[src/rtl/regbank_write_arbiter_pkg.sv]
// rtl/regbank_write_arbiter_pkg.sv - shared state encodings, default widths and helpers for the register bank write arbiter
package regbank_write_arbiter_pkg;

    typedef enum logic {
        ST_IDLE  = 1'b0,
        ST_WRITE = 1'b1
    } arb_state_e;

    localparam int DEF_NUM_REQ   = 4;
    localparam int DEF_DATA_W    = 8;
    localparam int DEF_NUM_WORDS = 4;
    localparam int DEF_ADDR_W    = 2;

    // Width of a requester index; never narrower than one bit.
    function automatic int idx_width(input int n);
        return (n > 1) ? $clog2(n) : 1;
    endfunction

endpackage

[src/rtl/regbank_write_arbiter_rr_pick.sv]
// rtl/regbank_write_arbiter_rr_pick.sv - combinational round-robin picker starting its search at ptr
module rr_pick
    import regbank_write_arbiter_pkg::*;
#(
    parameter int NUM_REQ = DEF_NUM_REQ,
    parameter int IDX_W   = idx_width(DEF_NUM_REQ)
) (
    input  logic [NUM_REQ-1:0] req,
    input  logic [IDX_W-1:0]   ptr,
    output logic               valid,
    output logic [IDX_W-1:0]   idx
);

    // Walk from the farthest offset down to ptr so the closest requester at or after ptr wins.
    always_comb begin
        valid = 1'b0;
        idx   = '0;
        for (int off = NUM_REQ - 1; off >= 0; off--) begin
            if (req[(int'(ptr) + off) % NUM_REQ]) begin
                valid = 1'b1;
                idx   = IDX_W'((int'(ptr) + off) % NUM_REQ);
            end
        end
    end

endmodule

[src/rtl/regbank_write_arbiter.sv]
// rtl/regbank_write_arbiter.sv - round-robin sequencer for the shared register bank write port; REGARB_LOCK_EN adds per-requester lock
module regbank_write_arbiter
    import regbank_write_arbiter_pkg::*;
#(
    parameter int NUM_REQ   = DEF_NUM_REQ,
    parameter int DATA_W    = DEF_DATA_W,
    parameter int NUM_WORDS = DEF_NUM_WORDS,
    parameter int ADDR_W    = DEF_ADDR_W
) (
    input  logic                      clk,
    input  logic                      rst,
`ifdef REGARB_LOCK_EN
    input  logic [NUM_REQ-1:0]        lock,
`endif
    input  logic [NUM_REQ-1:0]        req,
    input  logic [NUM_REQ*ADDR_W-1:0] addr_flat,
    input  logic [NUM_REQ*DATA_W-1:0] wdata_flat,
    output logic [NUM_REQ-1:0]        ack,
    output logic [NUM_WORDS-1:0]      word_en,
    output logic [DATA_W-1:0]         wr_data,
    output logic                      busy,
    output logic                      err_addr
);

    localparam int IDX_W = idx_width(NUM_REQ);
    localparam logic [ADDR_W:0] NUM_WORDS_C = (ADDR_W + 1)'(NUM_WORDS);

    arb_state_e        state_q, state_d;
    logic [IDX_W-1:0]  rr_ptr_q, rr_ptr_d;
    logic [IDX_W-1:0]  winner_q, winner_d;
    logic [ADDR_W-1:0] addr_q, addr_d;
    logic [DATA_W-1:0] data_q, data_d;

    logic              pick_valid;
    logic [IDX_W-1:0]  pick_idx;
    logic [IDX_W-1:0]  next_ptr;
    logic              is_write;
    logic              addr_ok;

    rr_pick #(
        .NUM_REQ (NUM_REQ),
        .IDX_W   (IDX_W)
    ) u_rr_pick (
        .req   (req),
        .ptr   (rr_ptr_q),
        .valid (pick_valid),
        .idx   (pick_idx)
    );

    assign is_write = (state_q == ST_WRITE);
    assign addr_ok  = ({1'b0, addr_q} < NUM_WORDS_C);
    assign next_ptr = (winner_q == IDX_W'(NUM_REQ - 1)) ? '0 : winner_q + 1'b1;
    assign busy     = is_write;
    assign wr_data  = data_q;
    assign err_addr = is_write & ~addr_ok;

    // Capture the winner's request in IDLE; in WRITE advance (or hold) the pointer and return.
    always_comb begin
        state_d  = state_q;
        rr_ptr_d = rr_ptr_q;
        winner_d = winner_q;
        addr_d   = addr_q;
        data_d   = data_q;
        case (state_q)
            ST_IDLE: begin
                if (pick_valid) begin
                    winner_d = pick_idx;
                    addr_d   = addr_flat[int'(pick_idx) * ADDR_W +: ADDR_W];
                    data_d   = wdata_flat[int'(pick_idx) * DATA_W +: DATA_W];
                    state_d  = ST_WRITE;
                end
            end
            ST_WRITE: begin
                rr_ptr_d = next_ptr;
`ifdef REGARB_LOCK_EN
                if (lock[winner_q]) begin
                    rr_ptr_d = winner_q;
                end
`endif
                state_d = ST_IDLE;
            end
            default: state_d = ST_IDLE;
        endcase
    end

    // State-decoded strobes: async reset clears state_q, so ack/word_en drop the instant rst rises.
    always_comb begin
        ack     = '0;
        word_en = '0;
        for (int r = 0; r < NUM_REQ; r++) begin
            ack[r] = is_write & (winner_q == IDX_W'(r));
        end
        for (int w = 0; w < NUM_WORDS; w++) begin
            word_en[w] = is_write & addr_ok & (addr_q == ADDR_W'(w));
        end
    end

    // Arbiter state registers with asynchronous reset.
    always_ff @(posedge clk or posedge rst) begin
        if (rst) begin
            state_q  <= ST_IDLE;
            rr_ptr_q <= '0;
            winner_q <= '0;
            addr_q   <= '0;
            data_q   <= '0;
        end else begin
            state_q  <= state_d;
            rr_ptr_q <= rr_ptr_d;
            winner_q <= winner_d;
            addr_q   <= addr_d;
            data_q   <= data_d;
        end
    end

endmodule

[config.mk]
export PLATFORM = sky130hd
export DESIGN_NAME = regbank_write_arbiter
export DESIGN_NICKNAME = d
export VERILOG_FILES = /design/src/rtl/regbank_write_arbiter_pkg.sv /design/src/rtl/regbank_write_arbiter_rr_pick.sv /design/src/rtl/regbank_write_arbiter.sv
export SDC_FILE = /design/constraint.sdc
export NUM_CORES = 1
export LEC_CHECK = 0
export ABC_AREA = 1
export BUFFER_PORTS_ARGS = -buffer_cell sky130_fd_sc_hd__buf_4
export CAP_MARGIN = 20
export CORE_MARGIN = 3
export CORE_UTILIZATION = 46
export CTS_CLUSTER_DIAMETER = 100
export DETAILED_ROUTE_END_ITERATION = 6
export PLACE_DENSITY = 0.77
export SETUP_SLACK_MARGIN = 0.05
export SYNTH_ARGS = -nofsm -noshare
export SYNTH_HDL_FRONTEND = slang
export SYNTH_HIERARCHICAL = 1
export SYNTH_SLANG_ARGS = --single-unit
[constraint.sdc]
create_clock -name clk -period 2.15 [get_ports clk]
set_input_delay 0 -clock clk [delete_from_list [all_inputs] [get_ports clk]]
set_output_delay 0 -clock clk [all_outputs]
set_load 0.01 [all_outputs]
==> results.json, run 1 <==
{
  "outcome": "finished, final reports clean",
  "gr-total-overflow": 0,
  "r2r-start": "rr_ptr_q[0]$_DFFE_PP0P_",
  "max_slew_margin_pct": 64.3,
  "synth_nets": 271,
  "setup_viol": 0,
  "crit_buf_inv": 4,
  "placedInstanceArea_mm2": 0.00182,
  "worst_r2r_endpoint": "wr_data[6]$_DFFE_PP0P_",
  "hold_depth": 5,
  "fillers": 241,
  "synth_mux_area_share_pct": 0,
  "setup_tns_ns": 0,
  "antenna_found_initial": 0,
  "total_power_w": 0.00287,
  "leakage_nw": 1.18,
  "rows": 18,
  "maxCapViolCount": 0,
  "cp_max_fo": 12,
  "synth_compound_area_share_pct": 3.08,
  "finalCritPeriodShare_pct": 84.5,
  "num_vias": 1421,
  "fp.dieH_um": 60.0,
  "coreArea_mm2": 0.00261,
  "gp_congestion": 0.876,
  "comb_power_share_pct": 73.8,
  "clk_pin_slew_ns": 0.09,
  "min_to": "wr_data[5]$_DFFE_PP0P_",
  "area_growth_syn_to_layout_pct": 38.9,
  "routed_wl_mm": 3.09,
  "postCtsSetupRepairBufs": 0,
  "internal_power_w": 0.00138,
  "grt_pass1_wl_mm": 5.04,
  "wire_per_inst_um": 9.76,
  "nets": 337,
  "num_io_pins": 64,
  "ant_nets": 0,
  "max_freq_ghz": 0.550,
  "n_antenna_cell": 0,
  "first_pass_iters": 4,
  "crit_arrival_ns": 1.99,
  "layout_min_cycle_time_ns": 1.82,
  "hold_viol": 0,
  "grt_pass1_vias": 1244,
  "ff2ff_setup_slack_ns": 0.33,
  "start_util_pct": 51.2,
  "hp-class": "input pin to register",
  "cts_tree": "done",
  "ys_warn_count": 6,
  "die_w_um": 60.0,
  "clock_path_buffers": 2,
  "critical-path-slowest-cell": "dfrtp_2",
  "finClkSkew_ns": 0.00357,
  "slew_violations": 0,
  "multi_input_area_um2": 762,
  "power_density_mw_per_mm2": 1540,
  "clock_latency_ns": 0.28,
  "dp_hpwl_mm": 2.54,
  "yosys.cell_types.count": 25,
  "drive_above_1_share_pct": 32.2,
  "end_kind": "register",
  "critPathLaunch": "rr_ptr_q[0]$_DFFE_PP0P_",
  "power.switching_w": 0.00149,
  "htree_levels": 1,
  "grt_max_degree": 17,
  "viasPerCell": 4.50,
  "yosysSeqAreaShare_pct": 28.0,
  "rsz0062_at_grt": "no",
  "required_ns": 2.33,
  "worstSetupStartpointType": "register",
  "synth_xor_area_share_pct": 0,
  "p_seq_share_pct": 20.9,
  "worstHoldStart": "wdata_flat[5]",
  "first_iter_violations": 41,
  "synth_area_mm2": 0.00134,
  "clock_power_share_pct": 5.4,
  "grt_use_total_pct": 17.8,
  "portBuffers": 62,
  "synth_seq_cells": 15,
  "remaining_drc_errors": 0,
  "synth_area_per_cell_um2": 6.06,
  "synth_top_family_by_area": "simple AND/OR/NAND/NOR gates",
  "swShare_pct": 51.9,
  "dieArea_mm2": 0.00359,
  "reg2reg_depth": 16,
  "numCtsBuffers": 3,
  "postSynthCellCount": 221,
  "synthAdderAreaFrac_pct": 3.74,
  "clockRootBuffer": "clkbuf_4",
  "seq_area_um2": 377,
  "path_cells": "inv_1 -> nand2_1 -> and2_4 -> nand2_2 -> nand2_2 -> clkinv_2 -> nand2_1 -> nand2_1 -> nand2_1 -> inv_1 -> buf_4 -> nand2_1 -> nand3_1 -> nand2_1 -> nand2_1 -> nand2_1",
  "cts.sinks": 15,
  "synthSimpleGateAreaFrac_pct": 49.8,
  "setup.worst_path.class": "register to register",
  "cp_top_family": "simple AND/OR/NAND/NOR gates",
  "path_depth": 16,
  "crit_top_cell": "nand2_1",
  "irDropWorstVdd_v": 0.00112,
  "worst_pin_slew_ns": 0.535,
  "slowest_delay_ns": 0.50,
  "stdcell_area_mm2": 0.00186
}
worst max-delay path by stage:
| stage | end | slack, ns |
|---|---|---|
| final | wr_data[6]$_DFFE_PP0P_ | 0.33 |
| after global routing | wr_data[6]$_DFFE_PP0P_ | 0.13 |
| after CTS | wr_data[7]$_DFFE_PP0P_ | 0.21 |
| after detailed placement | wr_data[7]$_DFFE_PP0P_ | 0.22 |
| after global placement | wr_data[1]$_DFFE_PP0P_ | 0.28 |
| after floorplan | wr_data[3]$_DFFE_PP0P_ | 0.40 |
worst min-delay path, delay by kind of cell:
kind	cells	cell delay (ns)
buffers and inverters	1	0.07
AND/OR/NAND/NOR	4	0.19
final cells by class:
class / count / share of cell area [%]
multi-input combinational: 162 / 41.0
clock inverter: 1 / 0.269
tap: 30 / 2.02
inverter: 37 / 7.67
clock buffer: 3 / 1.21
sequential: 15 / 20.3
timing repair buffer: 68 / 27.6
cells in the final DEF (no fill, tap or decap), drive strengths merged:
cell type	n
a21boi	1
a21oi	2
and2	1
buf	67
clkbuf	3
clkinv	2
conb	1
dfrtp	15
dlygate4sd3	1
ha	4
inv	36
nand2	121
nand3	20
nor2	4
nor3	4
o21ai	4
registers in the layout (all words and copies together), names as in the netlist:
signal,flops
winner_q,2
addr_q,2
rr_ptr_q,2
wr_data,8
busy,1
synth_stat cells:
| library cell | count | area [um2] |
|---|---|---|
| nand3_2 | 4 | 40.0 |
| nor2_1 | 2 | 7.51 |
| buf_4 | 1 | 7.51 |
| o21ai_2 | 1 | 8.76 |
| nor3_1 | 4 | 20.0 |
| inv_2 | 2 | 7.51 |
| buf_12 | 1 | 20.0 |
| and2_4 | 1 | 8.76 |
| a21oi_1 | 2 | 10.0 |
| clkinv_2 | 1 | 5.00 |
| nand2_1 | 113 | 424 |
| nand3_1 | 16 | 80.1 |
| inv_1 | 33 | 124 |
| ha_1 | 4 | 50.1 |
| conb_1 | 1 | 3.75 |
| buf_6 | 1 | 11.3 |
| dfrtp_1 | 15 | 375 |
| nand2_8 | 1 | 20.0 |
| nand2_2 | 7 | 43.8 |
| a21boi_1 | 1 | 7.51 |
| o21ai_0 | 1 | 5.00 |
| inv_4 | 1 | 6.26 |
| buf_2 | 4 | 20.0 |
| nor2_4 | 2 | 22.5 |
| o21ai_1 | 2 | 10.0 |
what timing repair did:
action / 4_1_cts / 5_1_grt
endpoints found under the setup margin: 0 / 10
endpoints found under the hold margin: 15 / 0
hold buffers: 1 / 0
resized for setup: 0 / 1
per-layer routing:
metal,vias up,part of all wire (%),global-route usage (%)
met1,592,45,23.3
met4,0,0.65,3.80
li1,787,-,-
met2,40,48,30.7
met3,2,5.7,3.02
met5,-,0,0
stage by stage:
step | util [%] | setup WS (ns) | hold slack (ns) | instances
after floorplan | - | 0.398 | -0.0985 | 221
after global placement | 69.7 | 0.284 | 0.0926 | 311
after detailed placement | 69.7 | 0.218 | 0.0887 | 311
after CTS | 71.1 | 0.212 | 0.0119 | 316
after global routing | 71.2 | 0.126 | 0.0178 | 316
final | 71.2 | 0.333 | 0.0152 | 316
cells by family after synthesis:
| group | after synthesis |
|---|---|
| AO/OA/AOI/OAI | 7 |
| AND/OR/NAND/NOR | 150 |
| buffers and inverters | 44 |
| adder cells (fa/ha/maj) | 4 |
| flip-flops | 15 |
| other | 1 |
power by group through the flow:
stage / clock [W] / sequential, W / combinational, W
3_3_place_gp: 0 / 0.000597 / 0.00210
3_5_place_dp: 0 / 0.000602 / 0.00213
2_1_floorplan: 0 / 0.000592 / 0.00153
6_report: 0.000154 / 0.000598 / 0.00211
4_1_cts: 0.000160 / 0.000598 / 0.00213
5_1_grt: 0.000172 / 0.000622 / 0.00241
Power figures use the tool's default switching activity.
==> run 2: changes to the inputs <==
--- a/config.mk
+++ b/config.mk
@@ -5,14 +5,14 @@
 export SDC_FILE = /design/constraint.sdc
 export NUM_CORES = 1
 export LEC_CHECK = 0
-export ABC_AREA = 1
+export ABC_AREA = 0
 export BUFFER_PORTS_ARGS = -buffer_cell sky130_fd_sc_hd__buf_4
 export CAP_MARGIN = 20
 export CORE_MARGIN = 3
-export CORE_UTILIZATION = 46
+export CORE_UTILIZATION = 42
 export CTS_CLUSTER_DIAMETER = 100
 export DETAILED_ROUTE_END_ITERATION = 6
-export PLACE_DENSITY = 0.77
+export PLACE_DENSITY = 0.76
 export SETUP_SLACK_MARGIN = 0.05
 export SYNTH_ARGS = -nofsm -noshare
 export SYNTH_HDL_FRONTEND = slang
==> constraint.sdc (replaced) <==
create_clock -name clk -period 1.9 [get_ports clk]
set_input_delay 0 -clock clk [delete_from_list [all_inputs] [get_ports clk]]
set_output_delay 0 -clock clk [all_outputs]
set_load 0.01 [all_outputs]
==> results.json, run 2 <==
{
  "leakage_nw": 0.799,
  "final_common_cell": "buf_4",
  "slowest_delay_ns": 0.50,
  "max_freq_ghz": 0.500,
  "top_usage_layer": "met2",
  "synthFlopType": "dfrtp_1",
  "yosysTopAreaCell": "dfrtp_1",
  "yosys-top-cells-area": "dfrtp_1 38%, mux4_2 20%, mux2_2 16%",
  "placedInstanceArea_mm2": 0.00152,
  "nets": 197,
  "postSynthCellCount": 76,
  "end_kind": "register",
  "power.switching_w": 0.000669,
  "gp_congestion": 0.678,
  "rsz0062_at_grt": "yes",
  "finalCritPeriodShare_pct": 105,
  "pre_cts_ws_ns": -0.280,
  "layout_min_cycle_time_ns": 2.00,
  "cts_tree": "done",
  "setup_viol": 10,
  "swShare_pct": 33.6,
  "antenna_found_initial": 0,
  "worstSetupStartpointType": "register",
  "seq_area_um2": 375,
  "maxCapViolCount": 0,
  "first_pass_iters": 4,
  "htree_levels": 1,
  "irDropWorstVdd_v": 0.000800,
  "synth_area_mm2": 0.00100,
  "hold_viol": 0,
  "stdcell_area_mm2": 0.00161,
  "drive_above_1_share_pct": 67.8,
  "num_io_pins": 64,
  "total_power_w": 0.00199,
  "outcome": "finished, violations left",
  "portBuffers": 62,
  "required_ns": 2.06,
  "gr-total-overflow": 0,
  "grt_pass1_wl_mm": 3.91,
  "clk_pin_slew_ns": 0.09,
  "die_w_um": 54.8,
  "num_vias": 868,
  "synth_top_area_share_pct": 37.5,
  "setup.worst_path.class": "register to register",
  "start_util_pct": 44.8,
  "use_met2_pct": 33.3,
  "grtUsageMet1_pct": 22.4,
  "dieArea_mm2": 0.00301,
  "comb_power_share_pct": 60.2,
  "internal_power_w": 0.00132,
  "cts.sinks": 15,
  "p_seq_share_pct": 30.9,
  "routed_wl_mm": 2.48,
  "synth_edf_count": 0,
  "violations": "setup timing",
  "clock_latency_ns": 0.27,
  "setup_ws_ns": -0.100,
  "hp-class": "input pin to register",
  "fillers": 157,
  "yosysSeqAreaShare_pct": 37.5,
  "setup_tns_ns": -0.737,
  "largest_reg_flops": 8,
  "async_flop_share_pct": 100,
  "area_growth_syn_to_layout_pct": 60.6,
  "multi_input_area_um2": 613,
  "n_antenna_cell": 0,
  "clock_power_share_pct": 8.8,
  "grt_max_degree": 16,
  "grt_use_total_pct": 18.5,
  "crit_buf_inv": 3,
  "finClkSkew_ns": 0.00147,
  "fp.dieH_um": 54.8,
  "worst_pin_slew_ns": 0.578,
  "yosys.cell_types.count": 23,
  "power_density_mw_per_mm2": 1240,
  "first_iter_violations": 7,
  "met3_usage_pct": 3.27,
  "clock_path_buffers": 2,
  "dp_hpwl_mm": 2.04,
  "ys_warn_count": 6,
  "crit_arrival_ns": 2.16,
  "synth_nets": 126,
  "synth_common_cells": "15 x dfrtp_1, 14 x mux2_2, 9 x mux4_2",
  "cp_top_family": "multiplexers",
  "synth_most_common_cell": "dfrtp_1",
  "layout_common_cells": "68 x buf_4, 15 x dfrtp_1, 10 x mux4_2",
  "grt_pass1_vias": 905,
  "viasPerCell": 4.99,
  "slew_violations": 0,
  "synth_seq_cells": 15,
  "ant_nets": 0,
  "fin_hold_ws_ns": 0.168,
  "numCtsBuffers": 3,
  "clockRootBuffer": "clkbuf_4",
  "critical-path-slowest-cell": "mux4_2",
  "path_cells": "buf_6 -> mux2i_1 -> a211oi_2 -> buf_4 -> buf_8 -> mux4_2 -> mux2_4",
  "cp_max_fo": 6,
  "synth_area_per_cell_um2": 13.2,
  "remaining_drc_errors": 0,
  "coreArea_mm2": 0.00223,
  "wire_per_inst_um": 14.2,
  "max_slew_margin_pct": 61.4,
  "rows": 17
}
==> run 2: path summary, 6_finish.rpt <==
check	startpoint	endpoint	slack, ns	cells past startpoint
max	rr_ptr_q[1]$_DFFE_PP0P_	wr_data[7]$_DFFE_PP0P_	-0.10	7
min	wdata_flat[0]	wr_data[0]$_DFFE_PP0P_	0.17	3
max reg2reg	rr_ptr_q[1]$_DFFE_PP0P_	wr_data[7]$_DFFE_PP0P_	-0.10	7
min reg2reg	wr_data[1]$_DFFE_PP0P_	wr_data[1]$_DFFE_PP0P_	0.53	1
max in group asynchronous	rst	addr_q[1]$_DFFE_PP0P_	1.19	3
min in group asynchronous	rst	rr_ptr_q[1]$_DFFE_PP0P_	0.33	3
==> run 2: layout make-up <==
type                       instances  share of cell area, %
sequential                        15                   23.3
inverter                           3                  0.700
multi-input combinational         53                   38.1
timing repair buffer              71                   34.0
clock buffer                       4                   1.63
tap                               28                   2.18
==> run 2: worst reg2reg max path, cell delays in order (launching register included) <==
cell and delay, ns:
dfrtp_1 0.39, buf_6 0.13, mux2i_1 0.12, a211oi_2 0.17
buf_4 0.16, buf_8 0.13, mux4_2 0.51, mux2_4 0.27
==> run 2: through the flow <==
step,cells,util (%)
6_report,174,72.0
4_1_cts,173,71.3
2_1_floorplan,76,-
3_3_place_gp,167,67.8
5_1_grt,174,72.0
3_5_place_dp,167,67.8
==> run 2: routing by layer <==
layer  share of wire [%]  wire length, um
met1                  39              977
met2                  51             1260
met3                 8.6              214
met4                0.77               19
met5                   0                0
==> run 2: power by group through the flow <==
stage / clock network, W / registers (W) / logic (W)
final: 0.000176 / 0.000616 / 0.00120
after floorplan: 0 / 0.000632 / 0.000610
after CTS: 0.000185 / 0.000616 / 0.00119
after global placement: 0 / 0.000602 / 0.00106
after detailed placement: 0 / 0.000615 / 0.00109
after global routing: 0.000196 / 0.000645 / 0.00132
==> run 2: logic make-up (layout without fill, tap and decap cells) <==
| group | Yosys count | count (layout) | share of synthesized area [%] |
|---|---|---|---|
| flops | 15 | 15 | 37.5 |
| compound gates | 3 | 3 | 2.50 |
| simple gates | 20 | 20 | 10.7 |
| mux | 25 | 25 | 39.6 |
| other cells | 1 | 1 | 0.375 |
| fa+ha+maj | 4 | 4 | 5.00 |
| buf+inv | 8 | 78 | 4.25 |
==> run 2: repair_timing <==
action / CTS / global route
buffers inserted: 1 / 1
hold buffers: 1 / 0
gates resized for setup: 11 / 2
endpoints found under the hold margin: 15 / 0
setup endpoints to repair: 10 / 10
pin swaps: 1 / 1
